`src/rtl/mmio_pkg.sv`:
```
// Shared types and helpers for the MMIO fabric: FSM states, default geometry and region decode.
package mmio_pkg;

  typedef enum logic [1:0] {
    IDLE = 2'd0,
    WAIT = 2'd1,
    RESP = 2'd2
  } state_t;

  localparam int DEF_REGION_SHIFT = 14;
  localparam int DEF_TIMEOUT      = 15;

  // Keeps every upper address bit so out-of-range regions never alias onto low slaves.
  function automatic logic [63:0] region_idx(input logic [63:0] addr, input int shift);
    return addr >> shift;
  endfunction

endpackage

```
`src/rtl/mmio_bus_fabric_if.sv`:
```
// Processor-side request/response bus plus slave-side held request/ack bus of the MMIO fabric.
// slave: the fabric's view; master: the processor + slave-device environment view.
interface mmio_bus_fabric_if
  import mmio_pkg::*;
#(
  parameter int ADDR_W       = 32,
  parameter int DATA_W       = 32,
  parameter int N_SLV        = 4,
  parameter int REGION_SHIFT = DEF_REGION_SHIFT
);
  logic                    m_req;
  logic                    m_we;
  logic [ADDR_W-1:0]       m_addr;
  logic [DATA_W-1:0]       m_wdata;
  logic                    m_ready;
  logic                    m_rvalid;
  logic [DATA_W-1:0]       m_rdata;
  logic                    m_err;
  logic [N_SLV-1:0]        s_req;
  logic                    s_we;
  logic [REGION_SHIFT-1:0] s_addr;
  logic [DATA_W-1:0]       s_wdata;
  logic [N_SLV-1:0]        s_ack;
  logic [N_SLV*DATA_W-1:0] s_rdata;

  modport slave (
    input  m_req, m_we, m_addr, m_wdata, s_ack, s_rdata,
    output m_ready, m_rvalid, m_rdata, m_err, s_req, s_we, s_addr, s_wdata
  );

  modport master (
    output m_req, m_we, m_addr, m_wdata, s_ack, s_rdata,
    input  m_ready, m_rvalid, m_rdata, m_err, s_req, s_we, s_addr, s_wdata
  );
endinterface

```
`src/rtl/mmio_region_decode.sv`:
```
// Combinational address decode into region index, mapped flag and local offset.
// Latency: 0 cycles; backpressure: none (pure function of the address).
module mmio_region_decode
  import mmio_pkg::*;
#(
  parameter int ADDR_W       = 32,
  parameter int N_SLV        = 4,
  parameter int REGION_SHIFT = DEF_REGION_SHIFT,
  parameter int IDX_W        = $clog2(N_SLV)
) (
  input  logic [ADDR_W-1:0]       addr,
  output logic [IDX_W-1:0]        idx,
  output logic                    mapped,
  output logic [REGION_SHIFT-1:0] offset
);
  logic [63:0] full_idx;

  assign full_idx = region_idx(64'(addr), REGION_SHIFT);
  assign mapped   = (full_idx < 64'(N_SLV));
  assign idx      = full_idx[IDX_W-1:0];
  assign offset   = addr[REGION_SHIFT-1:0];
endmodule

```
`src/rtl/mmio_bus_fabric.sv`:
```
// Decodes one processor access onto N_SLV held req/ack slaves; unmapped/timeout report m_err.
// Latency: unmapped 1, ack delay d -> d+2, timeout TIMEOUT+1; m_ready low from accept to response.
module mmio_bus_fabric
  import mmio_pkg::*;
#(
  parameter int               ADDR_W       = 32,
  parameter int               DATA_W       = 32,
  parameter int               N_SLV        = 4,
  parameter int               REGION_SHIFT = DEF_REGION_SHIFT,
  parameter int               TIMEOUT      = DEF_TIMEOUT,
  parameter logic [N_SLV-1:0] NARROW_MASK  = {{(N_SLV-1){1'b0}}, 1'b1}
) (
  input logic          clk,
  input logic          rst,
  mmio_bus_fabric_if.slave bus
);
  localparam int IDX_W = $clog2(N_SLV);
  localparam int CNT_W = $clog2(TIMEOUT + 1);
  localparam logic [CNT_W-1:0] CNT_LAST = CNT_W'(TIMEOUT - 1);
  localparam logic [CNT_W-1:0] CNT_MAX  = {CNT_W{1'b1}};
  localparam logic [N_SLV-1:0] ONE_HOT0 = {{(N_SLV-1){1'b0}}, 1'b1};

  state_t                  state;
  logic [IDX_W-1:0]        idx_q;
  logic [CNT_W-1:0]        cnt;
  logic [N_SLV-1:0]        req_q;
  logic                    we_q;
  logic [REGION_SHIFT-1:0] addr_q;
  logic [DATA_W-1:0]       wdata_q;
  logic                    rvalid_q;
  logic [DATA_W-1:0]       rdata_q;
  logic                    err_q;

  logic [IDX_W-1:0]        dec_idx;
  logic                    dec_mapped;
  logic [REGION_SHIFT-1:0] dec_offset;
  logic                    ack_sel;
  logic [DATA_W-1:0]       sel_rdata;
  logic [DATA_W-1:0]       cap_rdata;

  mmio_region_decode #(
    .ADDR_W      (ADDR_W),
    .N_SLV       (N_SLV),
    .REGION_SHIFT(REGION_SHIFT),
    .IDX_W       (IDX_W)
  ) u_decode (
    .addr  (bus.m_addr),
    .idx   (dec_idx),
    .mapped(dec_mapped),
    .offset(dec_offset)
  );

  // Only the latched slave's ack and data lane are ever looked at.
  assign ack_sel   = bus.s_ack[idx_q];
  assign sel_rdata = bus.s_rdata[int'(idx_q)*DATA_W +: DATA_W];
  assign cap_rdata = we_q ? '0 :
                     NARROW_MASK[idx_q] ? {{(DATA_W-8){1'b0}}, sel_rdata[7:0]} : sel_rdata;

  always_ff @(posedge clk) begin
    if (rst) begin
      state    <= IDLE;
      idx_q    <= '0;
      cnt      <= '0;
      req_q    <= '0;
      we_q     <= 1'b0;
      addr_q   <= '0;
      wdata_q  <= '0;
      rvalid_q <= 1'b0;
      rdata_q  <= '0;
      err_q    <= 1'b0;
    end else begin
      case (state)
        IDLE: begin
          if (bus.m_req) begin
            we_q    <= bus.m_we;
            addr_q  <= dec_offset;
            wdata_q <= bus.m_wdata;
            idx_q   <= dec_idx;
            cnt     <= '0;
            if (dec_mapped) begin
              req_q <= ONE_HOT0 << dec_idx;
              state <= WAIT;
            end else begin
              rdata_q  <= '0;
              err_q    <= 1'b1;
              rvalid_q <= 1'b1;
              state    <= RESP;
            end
          end
        end
        WAIT: begin
          if (ack_sel) begin
            req_q    <= '0;
            rdata_q  <= cap_rdata;
            err_q    <= 1'b0;
            rvalid_q <= 1'b1;
            state    <= RESP;
          end else if (cnt == CNT_LAST) begin
            req_q    <= '0;
            rdata_q  <= '0;
            err_q    <= 1'b1;
            rvalid_q <= 1'b1;
            state    <= RESP;
          end else if (cnt != CNT_MAX) begin
            cnt <= cnt + 1'b1;
          end
        end
        RESP: begin
          rvalid_q <= 1'b0;
          state    <= IDLE;
        end
        default: state <= IDLE;
      endcase
    end
  end

  assign bus.m_ready  = (state == IDLE);
  assign bus.m_rvalid = rvalid_q;
  assign bus.m_rdata  = rdata_q;
  assign bus.m_err    = err_q;
  assign bus.s_req    = req_q;
  assign bus.s_we     = we_q;
  assign bus.s_addr   = addr_q;
  assign bus.s_wdata  = wdata_q;
endmodule
```
`src/flat_wrapper.sv`:
```
// flat-port wrapper written by rule: the top's interface ports become plain ports
module mmio_bus_fabric_flat import mmio_pkg::*;
#(
  parameter int               ADDR_W       = 32,
  parameter int               DATA_W       = 32,
  parameter int               N_SLV        = 4,
  parameter int               REGION_SHIFT = DEF_REGION_SHIFT,
  parameter int               TIMEOUT      = DEF_TIMEOUT,
  parameter logic [N_SLV-1:0] NARROW_MASK  = {{(N_SLV-1){1'b0}}, 1'b1}
)
  (clk, rst, bus_m_req, bus_m_we, bus_m_addr, bus_m_wdata, bus_s_ack, bus_s_rdata, bus_m_ready, bus_m_rvalid, bus_m_rdata, bus_m_err, bus_s_req, bus_s_we, bus_s_addr, bus_s_wdata);
  mmio_bus_fabric_if #(.ADDR_W(ADDR_W), .DATA_W(DATA_W), .N_SLV(N_SLV), .REGION_SHIFT(REGION_SHIFT)) bus_i ();
  input logic clk;
  input logic rst;
  input wire logic [$bits(bus_i.m_req)-1:0] bus_m_req;
  input wire logic [$bits(bus_i.m_we)-1:0] bus_m_we;
  input wire logic [$bits(bus_i.m_addr)-1:0] bus_m_addr;
  input wire logic [$bits(bus_i.m_wdata)-1:0] bus_m_wdata;
  input wire logic [$bits(bus_i.s_ack)-1:0] bus_s_ack;
  input wire logic [$bits(bus_i.s_rdata)-1:0] bus_s_rdata;
  output wire logic [$bits(bus_i.m_ready)-1:0] bus_m_ready;
  output wire logic [$bits(bus_i.m_rvalid)-1:0] bus_m_rvalid;
  output wire logic [$bits(bus_i.m_rdata)-1:0] bus_m_rdata;
  output wire logic [$bits(bus_i.m_err)-1:0] bus_m_err;
  output wire logic [$bits(bus_i.s_req)-1:0] bus_s_req;
  output wire logic [$bits(bus_i.s_we)-1:0] bus_s_we;
  output wire logic [$bits(bus_i.s_addr)-1:0] bus_s_addr;
  output wire logic [$bits(bus_i.s_wdata)-1:0] bus_s_wdata;
  assign bus_i.m_req = bus_m_req;
  assign bus_i.m_we = bus_m_we;
  assign bus_i.m_addr = bus_m_addr;
  assign bus_i.m_wdata = bus_m_wdata;
  assign bus_i.s_ack = bus_s_ack;
  assign bus_i.s_rdata = bus_s_rdata;
  assign bus_m_ready = bus_i.m_ready;
  assign bus_m_rvalid = bus_i.m_rvalid;
  assign bus_m_rdata = bus_i.m_rdata;
  assign bus_m_err = bus_i.m_err;
  assign bus_s_req = bus_i.s_req;
  assign bus_s_we = bus_i.s_we;
  assign bus_s_addr = bus_i.s_addr;
  assign bus_s_wdata = bus_i.s_wdata;
  mmio_bus_fabric #(.ADDR_W(ADDR_W), .DATA_W(DATA_W), .N_SLV(N_SLV), .REGION_SHIFT(REGION_SHIFT), .TIMEOUT(TIMEOUT), .NARROW_MASK(NARROW_MASK)) u_core (.clk(clk), .rst(rst), .bus(bus_i));
endmodule
```
`config.mk`:
```
export PLATFORM = sky130hd
export DESIGN_NAME = mmio_bus_fabric_flat
export DESIGN_NICKNAME = d
export VERILOG_FILES = /design/src/rtl/mmio_pkg.sv /design/src/rtl/mmio_bus_fabric_if.sv /design/src/rtl/mmio_region_decode.sv /design/src/rtl/mmio_bus_fabric.sv /design/src/flat_wrapper.sv
export SDC_FILE = /design/constraint.sdc
export NUM_CORES = 1
export LEC_CHECK = 0
export CAP_MARGIN = 40
export CORE_ASPECT_RATIO = 0.5
export CORE_MARGIN = 10
export CORE_UTILIZATION = 37
export DETAILED_ROUTE_END_ITERATION = 8
export PLACE_DENSITY = 0.9
export SLEW_MARGIN = 10
export SYNTH_ARGS = -nofsm -noshare
export SYNTH_HDL_FRONTEND = slang
export SYNTH_SLANG_ARGS = --single-unit
```
`constraint.sdc`:
```
create_clock -name clk -period 2.89 [get_ports clk]
set_input_delay 0.289 -clock clk [delete_from_list [all_inputs] [get_ports clk]]
set_output_delay 0.289 -clock clk [all_outputs]
set_load 0.02 [all_outputs]
```
==> metrics.md <==
| Metric | Value |
|---|---|
| Status | `finished, final reports clean` |
| Fmax | `between 400 and 500 MHz` |
| Pwr/cell area | `approximately 430 nW/um^2` |
| Max-slew violation count | `0` |
| Cell variety after synth | `40` |
| Wire length on met2 | `just under 10000 um` |
| CTS Root Buffer Type | `clkbuf_16` |
| Die width | `about 170 um` |
| Req. time, crit path | `between 3000 and 4000 ps` |
| Layout Nets | `923` |
| Clock Skews | `6.32 ps` |
| Mapped Nets | `between 600 and 700` |
| Post-CTS setup buffer count | `0` |
| Via density | `approximately 5.0` |
| Gr ovfl total | `0` |
| DRT Pass-1 Iters | `5` |
| Clock transition at the registers of the reported paths | `~60 ps` |
| Die height | `97.2 um` |
| Avg WL per Cell | `around 19 um` |
| P&R area growth vs syn | `69.4%` |
| M1 WL | `~6200 um` |
| Worst vdd ir | `roughly 340 uV` |
| CTS tree | `built` |
| Register bit total from synthesis | `just over 90` |
| TritonCTS Buffers | `9` |
| CP Class | `flip-flop to flip-flop` |
| Clock Latency Late Sink | `between 300 and 400 ps` |
| Post-synthesis cell count | `~480` |
| Hold Path Class | `primary input to flip-flop` |
| Share of the clock period used by the worst path | `around 74%` |
| Leakage | `approximately 2.6 nW` |
| Critical path arrival | `~2400 ps` |
| Setup TNS Final | `0 ps` |
| Final RePlAce weighted congestion | `about 0.90` |
| Mean post-synth cell area | `9.29 sq um` |
| Critical path fanouts, max | `8` |
| Placed Cells | `a little under 900` |
| H-tree level count | `3` |
| Sequential share of the synthesized area | `42.2%` |
| Share of layout cells above drive strength 1 | `between 10% and 20%` |
| Final WL | `approximately 17000 um` |
| Sinks on Clock Net | `93` |
| Final setup fails | `0` |
| YS warnings | `0` |
| Number of port buffers | `approximately 260` |
| CORE AREA | `~12000 sq um` |
| Row count | `28` |
| Crit end category | `flip-flop` |
| 1st-iter DRT viols | `~280` |
| Worst setup path start | `u_core.idx_q[0]` |
| Via count | `approximately 4400` |
| Area post-placement | `just over 7000 sq um` |
| Final hold violations | `0` |
| Overall power | `~3.2 mW` |
| Antenna diode count | `0` |
| Io pins | `around 290` |
| Final cell count without fillers | `a little under 900` |
| Antenna Nets Post-Route | `0` |
| Mapped cell area | `approximately 4400 sq um` |
| Initial Util | `a little under two fifths` |
| Fin crit period | `about 2100 ps` |
| Hold_sp | `rst` |
| Global-route wire length before repair | `around 26000 um` |
| Die footprint | `between 15000 and 20000 sq um` |
| Initial antenna violation count | `0` |
| Gates resized, CTS repair | `0` |
| CTS max path bufs | `2` |
| # DRC | `0` |
| Cts hold-fix bufs | `0` |
| RSZ-0062 raised after global routing | `no` |
| Post-DP HPWL | `around 13000 um` |
| CP startpoint kind | `flip-flop` |
| R2r startpoint | `u_core.idx_q[0]` |
| Max_slew headroom | `65.0%` |
| Finished Cell Area | `approximately 7500 sq um` |
| Met3 Wirelength | `around 730 um` |
| Slew @ Worst Pin | `approximately 520 ps` |
| Total Routing Usage GR | `a little under a fifth` |
| Max layer used | `met4` |
| Vias in the first global route | `approximately 4600` |
| Largest net degree at the start of global routing | `45` |
| Max-Cap Viols | `0` |
report_power, final:
| part | internal (mW) | total, mW | switching [mW] |
|---|---|---|---|
| Sequential | 1.32 | 1.35 | 0.0241 |
| Combinational | 0.385 | 0.666 | 0.281 |
| Clock | 0.713 | 1.19 | 0.474 |
| Total | 2.42 | 3.20 | 0.779 |
through the flow:
stage          util [%]  setup slack, ps  hold WS, ps
4_1_cts            63.7              744          315
3_3_place_gp       60.9              227          440
3_5_place_dp       61.1              474          446
6_report           63.7              742          330
5_1_grt            63.7              651          333
2_1_floorplan         -              866          425
flip-flops by register name, indices dropped and copies added, names as in the netlist:
register and flops:
u_core.bus.m_err 1, u_core.bus.m_rdata 32, u_core.bus.m_rvalid 1, u_core.bus.s_addr 14
u_core.bus.s_req 4, u_core.bus.s_wdata 32, u_core.bus.s_we 1, u_core.cnt 4
u_core.idx_q 2, u_core.state 2
critical path, stage by stage, from the launching register on:
cell     delay (ps)
dfxtp_1         380
mux4_2          580
buf_4           200
o31a_1          310
nor4_2          230
mux2_1          330
area by class of cell:
type / instances / area, sq um
tap: 165 / 206
inverter: 43 / 161
fill: 962 / 4260
multi-input combinational: 300 / 2220
sequential: 93 / 1860
clock inverter: 3 / 45.0
clock buffer: 12 / 256
timing repair buffer: 274 / 2720
layout by cell type, fill, tap and decap left out, drive strengths merged, types with 2 or more instances in the layout:
cell type      count
a21oi             56
inv               43
o32ai             32
nand2b             7
nand3              2
nor4               6
o21a               2
clkdlybuf4s50    260
nor3b              2
dfxtp             93
mux4               9
clkbuf            12
a22oi             24
mux2              25
buf               14
ha                 2
clkinvlp           2
nor2               4
nand2            103
nor2b              4
mux2i              4
nor3               4
worst paths after layout:
path,endpoint,cells past startpoint,slack (ps)
min,u_core.idx_q[1],2,330
max,u_core.cnt[3],5,740
min reg2reg,u_core.bus.s_addr[9],2,460
max reg2reg,u_core.cnt[3],5,740
Yosys cell counts:
library cell,count,area share (%)
a2111oi_0,1,0.20
a21oi_1,55,6.2
a21oi_2,1,0.20
a22oi_1,24,4.1
and2_1,1,0.14
and3_1,1,0.14
and4_1,1,0.20
buf_1,2,0.17
buf_2,3,0.34
buf_6,4,1.0
clkbuf_1,30,2.6
dfxtp_1,93,42
ha_1,2,0.57
inv_1,43,3.7
mux2_1,1,0.26
mux2_2,24,6.1
mux2i_1,4,0.91
mux4_2,9,4.6
nand2_1,103,8.8
nand2b_1,7,0.99
nand3_1,2,0.23
nand3b_1,1,0.17
nand4_1,1,0.14
nor2_1,4,0.34
nor2b_1,4,0.57
nor3_1,4,0.45
nor3b_1,2,0.34
nor4_1,5,0.71
nor4_2,1,0.28
o211a_1,1,0.23
o21a_1,2,0.34
o21ai_0,1,0.11
o21ba_2,1,0.23
o221a_2,1,0.26
o311ai_4,1,0.60
o31a_1,1,0.20
o32ai_1,4,0.79
o32ai_2,28,10
or2_2,1,0.14
or4_1,1,0.17
routing by layer:
layer / up-vias / GRT usage, %
met5: - / 0
met4: 0 / 4.57
met3: 22 / 4.15
met2: 113 / 38.3
met1: 2133 / 19.2
li1: 2151 / -
cells by family (layout without fill, tap and decap cells):
family | after synthesis | count (layout) | share of synthesized area (%)
AO/OA/AOI/OAI | 121 | 121 | 23.8
buffers and inverters | 82 | 332 | 7.74
adder cells (fa/ha/maj) | 2 | 2 | 0.567
flip-flops | 93 | 93 | 42.2
AND/OR/NAND/NOR | 139 | 139 | 13.8
multiplexers | 38 | 38 | 11.9
(Power assumes the default switching activity.)
